===== src/rtl/sw_debounce_toggle.sv =====
// sw_debounce_toggle: per-channel synchronise, debounce, press/release pulses and LED toggle/follow for active-low switches.
module sw_debounce_toggle #(
    parameter int CHANNELS    = 4,
    parameter int DIV_BITS    = 15,
    parameter int DEB_SAMPLES = 8
) (
    input  logic                clk,
    input  logic                rst,
    input  logic [CHANNELS-1:0] sw_in_n,
    input  logic [CHANNELS-1:0] mode,
    output logic [CHANNELS-1:0] press_pulse,
    output logic [CHANNELS-1:0] rel_pulse,
    output logic [CHANNELS-1:0] pressed,
    output logic [CHANNELS-1:0] led_out,
    output logic                tick
);
    logic [CHANNELS-1:0] sync_a, sync_n, sample, accept;
    logic [DIV_BITS-1:0] div;
    logic [7:0]          count [CHANNELS];

    // accept: the DEB_SAMPLES-th consecutive differing sample arrives on this tick
    always_comb begin
        sample = ~sync_n;
        accept = '0;
        for (int c = 0; c < CHANNELS; c++)
            accept[c] = tick && (sample[c] != pressed[c]) && (count[c] == 8'(DEB_SAMPLES - 1));
    end

    always_ff @(posedge clk or posedge rst) begin
        if (rst) begin
            sync_a      <= '1;
            sync_n      <= '1;
            div         <= '0;
            tick        <= 1'b0;
            pressed     <= '0;
            press_pulse <= '0;
            rel_pulse   <= '0;
            led_out     <= '0;
            for (int c = 0; c < CHANNELS; c++)
                count[c] <= 8'd0;
        end else begin
            sync_a      <= sw_in_n;
            sync_n      <= sync_a;
            div         <= div + 1'b1;
            tick        <= &div;
            pressed     <= pressed ^ accept;
            press_pulse <= accept & sample;
            rel_pulse   <= accept & ~sample;
            for (int c = 0; c < CHANNELS; c++) begin
                if (tick)
                    count[c] <= (sample[c] == pressed[c] || accept[c]) ? 8'd0 : count[c] + 8'd1;
                led_out[c] <= mode[c] ? pressed[c] : led_out[c] ^ (accept[c] & sample[c]);
            end
        end
    end
endmodule

===== config.mk =====
export PLATFORM = sky130hd
export DESIGN_NAME = sw_debounce_toggle
export DESIGN_NICKNAME = d
export VERILOG_FILES = /design/src/rtl/sw_debounce_toggle.sv
export SDC_FILE = /design/constraint.sdc
export NUM_CORES = 1
export LEC_CHECK = 0
export ABC_AREA = 1
export CORE_MARGIN = 5
export CORE_UTILIZATION = 25
export DETAILED_ROUTE_END_ITERATION = 8
export GPL_ROUTABILITY_DRIVEN = 0
export MAX_ROUTING_LAYER = met4
export SLEW_MARGIN = 5
export SYNTH_ARGS = -nofsm -noshare
export SYNTH_HDL_FRONTEND = slang
export SYNTH_SLANG_ARGS = --single-unit

===== constraint.sdc =====
create_clock -name clk -period 2.7 [get_ports clk]
set_input_delay 0.675 -clock clk [delete_from_list [all_inputs] [get_ports clk]]
set_output_delay 0.675 -clock clk [all_outputs]
set_load 0.005 [all_outputs]

Yosys cells after proc, flatten, opt, wreduce, memory -nomap -nowiden --
Index checks and enable logic that the tools add are counted.
Word-level totals: RAM bits 0, output and inout bits 17, input port bits 10, memories 0, memory bits (read-only) 0, latch bits 0, register bits 72
Cells by class: multiplexer cells 8, divide/modulo/power cells 0, order comparisons 0, shift-type cells 0, add/sub/neg operators 5, multipliers 0, bitwise gates (word level) 13, equal/unequal tests 12, reductions and logical operators 13
Operators with widths (count):
- adder 8 x 1 -> 8 bit, second input constant | 4
- == test 8 x 3 -> 1 bit, second input constant | 4
- 2-to-1 mux 8 bit | 4
- adder 15 x 1 -> 15 bit, second input constant | 1
- AND reduction 15 bit | 1
- bitwise AND 4 bit | 2
- logical AND 1 bit | 8
- inverter 4 bit | 2
- bitwise AND 1 bit | 4
- == test 1 bit | 4
- logical OR 1 bit | 4
- 2-to-1 mux 1 bit | 4
- inequality test 1 bit | 4
- XOR 1 bit | 4
- XOR 4 bit | 1

Longest topological paths before layout --
depth in word-level cells 7, gate-level depth with buffers 10, gate-level depth less buffers 10

Least setup slack after synthesis --
Ideal clock, no wire load.
path kind register to register, from register div[0], to register div[12], arrival 1.224 ns, library setup time 0.079 ns, period minus slack after synthesis 1.303 ns, path slack 1.397 ns, data required time 2.621 ns, path buffers 0, stages on the path, launching flop included 7, path through dfrtp_1 ha_1 nand3_1 nor2_1 nand3_1 nor2_1 xor2_1
On the way: longest elaborated chain between the ends 1
Ends and longest elaborated chain:
- from (decl) | line 18 | logic [DIV_BITS-1:0] div;
- from (signal assigned) | line 44 | div <= div + 1'b1;
- adder 15 x 1 -> 15 bit | line 44
Every way passes these cells. A chain may end at the register's enable or synchronous reset.

Final worst setup path --
from register tick, to output tick
RTL lines:
- from (decl) | line 15 | output logic tick
- from (signal assigned) | line 45 | tick <= &div;
No word-level cell between the ends.

==> impl_summary.log <==
[metrics] Iteration-0 DRC Markers: 206
[metrics] synthesized instance count: 379
[metrics] sequential fraction of the synthesis area: 0.548
[metrics] logic depth of the worst register-to-register path: 6
[metrics] area used by multi-input combinational logic: 0.00128 sq mm
[metrics] H-tree levels: 3
[metrics] synthesis warning total: 0
[metrics] total of buffers placed on input and output ports: 26
[metrics] worst relative slew slack: 0.610
[metrics] Util after Layout: 0.314
[metrics] CP delay by family, top: buffers and inverters
[metrics] Critical path destination: tick
[metrics] worst setup path startpoint: tick
[metrics] DIE WIDTH: 125 microns
[metrics] CTS Buffer Depth: 2
[metrics] number of buffers inserted during clock tree synthesis: 9
[metrics] total wire length: 5840 microns
[metrics] number of detailed-route iterations in the first pass: 4
[metrics] count of hold-fix buffers inserted at cts: 0
[metrics] Post-Route Setup TNS: 0 ns
[metrics] required arrival time at the worst endpoint: 2.03 ns
[metrics] IO Count: 27
[metrics] antenna violations before repair: 0
[metrics] CTS tree: built
[metrics] post-CTS setup buffers: 0
[metrics] final hold viol count: 0
[metrics] setup repair after global routing missed its margin: false
[metrics] reg-to-reg setup timing slack: 1.08 ns
[metrics] post-cts repair resize count: 0
[metrics] post-synth cell types: 23
[metrics] global-route wire length before repair: 10500 microns
[metrics] kind of launch point of the worst setup path: flop
[metrics] number of fill cells in the layout: 1317
[metrics] Final Hold Slack: 0.354 ns
[metrics] count of final max-slew check failures: 0
[metrics] pin count of the biggest net entering global routing: 73
[metrics] Hold WC Path Type: reg2reg
[metrics] endpoint of the worst register-to-register path: count[23]
[metrics] final period demand of the worst path: 2.00 ns
[metrics] path type of the worst setup path: reg2out
[metrics] via total after detailed routing: 2445
[metrics] max_cap viols: 0
[metrics] instance count on the critical path: 1
[metrics] maximum vdd ir drop: 0.271 mV
[metrics] clock-pin slew on the worst setup and hold paths: 0.06 ns
[metrics] cell at the root of the clock tree: clkbuf_16
[metrics] antenna viol nets, final: 0
[metrics] actual transition at the worst max-transition pin: 0.585 ns
[metrics] clk_lat worst skew: 0.33 ns
[metrics] Core Region: 0.0131 sq mm
[metrics] setup clock skew after layout: 0.00669 ns
[metrics] standby leakage power: 1.96 nW
[metrics] Die Outline Area: 0.0156 sq mm
[metrics] Crit. End Element: primary output
[metrics] Detail Placement HPWL: 4120 microns
[metrics] y dimension of the die: 125 microns
[metrics] power density normalized to cell area: 581 mW/mm^2
[metrics] ANT cells: 0
[metrics] maximum clock frequency: 0.500 GHz
[metrics] proportion of layout cells with a drive suffix above 1: 0.0762
[metrics] vias in the first global route: 2339
[metrics] endpoint arrival time on the critical path: 1.33 ns
[metrics] ratio of final minimum period to clock period: 0.741
[metrics] number of buffers and inverters on the critical path: 1
[metrics] net count after synthesis: 394
[metrics] Finish-stage setup viols: 0
[metrics] grt total ovfl: 0
[metrics] #FFs+latches synth: 72
[metrics] starting density of the core: 0.252
[metrics] fin nets: 431
[metrics] crit path max fanout: 6
[metrics] Design Power: 2.39 mW
[metrics] overall routing resource usage: 0.0840
[metrics] total clock sinks: 72
[metrics] mean instance size in the synthesized netlist: 8.72 sq um
[metrics] sequence of cells on the critical path: clkdlybuf4s50_1
[metrics] number of design rule violations left after detail routing: 0
[metrics] number of vias per cell after detailed routing: 4.10
[metrics] per-cell routed wire length: 9.80 microns
[metrics] synthesis-to-finish area growth: 24.3%
[metrics] instance area after placement: 0.00379 sq mm
[metrics] Worst path slowest cell: clkdlybuf4s50_1
[metrics] stage delay of the slowest cell on the critical path: 0.56 ns
[metrics] reg-to-reg startpoint: tick
[metrics] Final Instance Area: 0.00411 sq mm
[metrics] outcome: completed
[metrics] Rows: 42
[metrics] sequential cell area in the final layout: 0.00181 sq mm
[metrics] Post-Synthesis Cell Area: 0.00330 sq mm
metal layers:
layer  part of all wire  GRT usage  vias up
li1                   -          -     1260
met1               0.47     0.0978     1139
met2               0.47      0.127       36
met3              0.043     0.0311       10
met4              0.023     0.0446        0
met5                  0          -        -
stage by stage:
stage	worst slack [ns]	instances
final	0.698	596
after global routing	0.634	596
after CTS	0.683	596
after detailed placement	1.04	581
after global placement	1.06	581
after floorplan	0.213	379
power by group:
| group | switching, mW | total [mW] | internal [mW] |
|---|---|---|---|
| clock network | 0.421 | 1.25 | 0.825 |
| logic | 0.0298 | 0.0476 | 0.0178 |
| registers | 0.00304 | 1.09 | 1.09 |
| total | 0.454 | 2.39 | 1.93 |
layout make-up:
class,instances,area share
clock buffers,11,0.0591
clock inverters,4,0.0171
inverters,51,0.0466
multi-input cells,254,0.312
flip-flops and latches,72,0.441
well taps,176,0.0536
repair buffers,28,0.0701
worst min path at each step:
stage | from | endpoint | slack [ns] | cells past startpoint
final | sync_a[2] | sync_n[2] | 0.35 | 0
after global routing | sync_a[2] | sync_n[2] | 0.36 | 0
after CTS | sync_a[2] | sync_n[2] | 0.35 | 0
after detailed placement | sync_a[1] | sync_n[1] | 0.35 | 0
after global placement | sync_a[1] | sync_n[1] | 0.35 | 0
after floorplan | sync_a[0] | sync_n[0] | 0.35 | 0
cell families (layout without fill, tap and decap cells):
| logic type | Yosys count | in the layout | synth area share |
|---|---|---|---|
| xor+xnor | 28 | 28 | 0.0742 |
| buf+inv | 53 | 94 | 0.0636 |
| fa+ha+maj | 5 | 5 | 0.0189 |
| compound gates | 13 | 13 | 0.0235 |
| simple gates | 208 | 208 | 0.271 |
| flops | 72 | 72 | 0.548 |
worst register-to-register path, stage by stage, from the launching register on:
cell and delay (ns):
dfrtp_1 0.43, buf_4 0.23, inv_2 0.18, nor3_1 0.40, nand4_1 0.14, nand2_1 0.08, nor2_1 0.04
cells in the final DEF (no fill, tap or decap):
cell type,count
nor3b_1,1
xnor2_1,12
inv_1,48
buf_12,1
dfrtp_1,64
o21ai_0,3
nor4_1,2
clkbuf_8,1
clkdlybuf4s50_1,26
a31oi_1,2
clkbuf_1,1
ha_1,5
xor2_1,16
nand3_1,25
nand4_1,12
o21bai_1,4
buf_4,1
dfstp_2,8
clkbuf_16,9
inv_2,3
clkinv_2,2
nand2_1,85
bufinv_16,2
nor3_1,10
nor3_4,2
nor2_2,2
or2_2,1
nor2_1,68
a21oi_1,4
state kept, by name (all words and copies together), names as in the netlist:
register / cells
count: 32
div: 15
led_out: 4
press_pulse: 4
pressed: 4
rel_pulse: 4
sync_a: 4
sync_n: 4
tick: 1
cells in the mapped netlist (all sizes together):
cell | n | area share
nand4 | 12 | 0.023
ha | 5 | 0.019
xor2 | 16 | 0.042
inv | 51 | 0.058
dfrtp | 64 | 0.48
nand3 | 25 | 0.038
xnor2 | 12 | 0.032
dfstp | 8 | 0.064
nor3b | 1 | 0.0023
nor2 | 70 | 0.081
nor3 | 12 | 0.025
a31oi | 2 | 0.0038
a21oi | 4 | 0.0061
buf | 2 | 0.0057
nand2 | 85 | 0.097
o21ai | 3 | 0.0045
or2 | 1 | 0.0019
o21bai | 4 | 0.0091
nor4 | 2 | 0.0038
No activity file was read; power rests on OpenSTA's default activity.
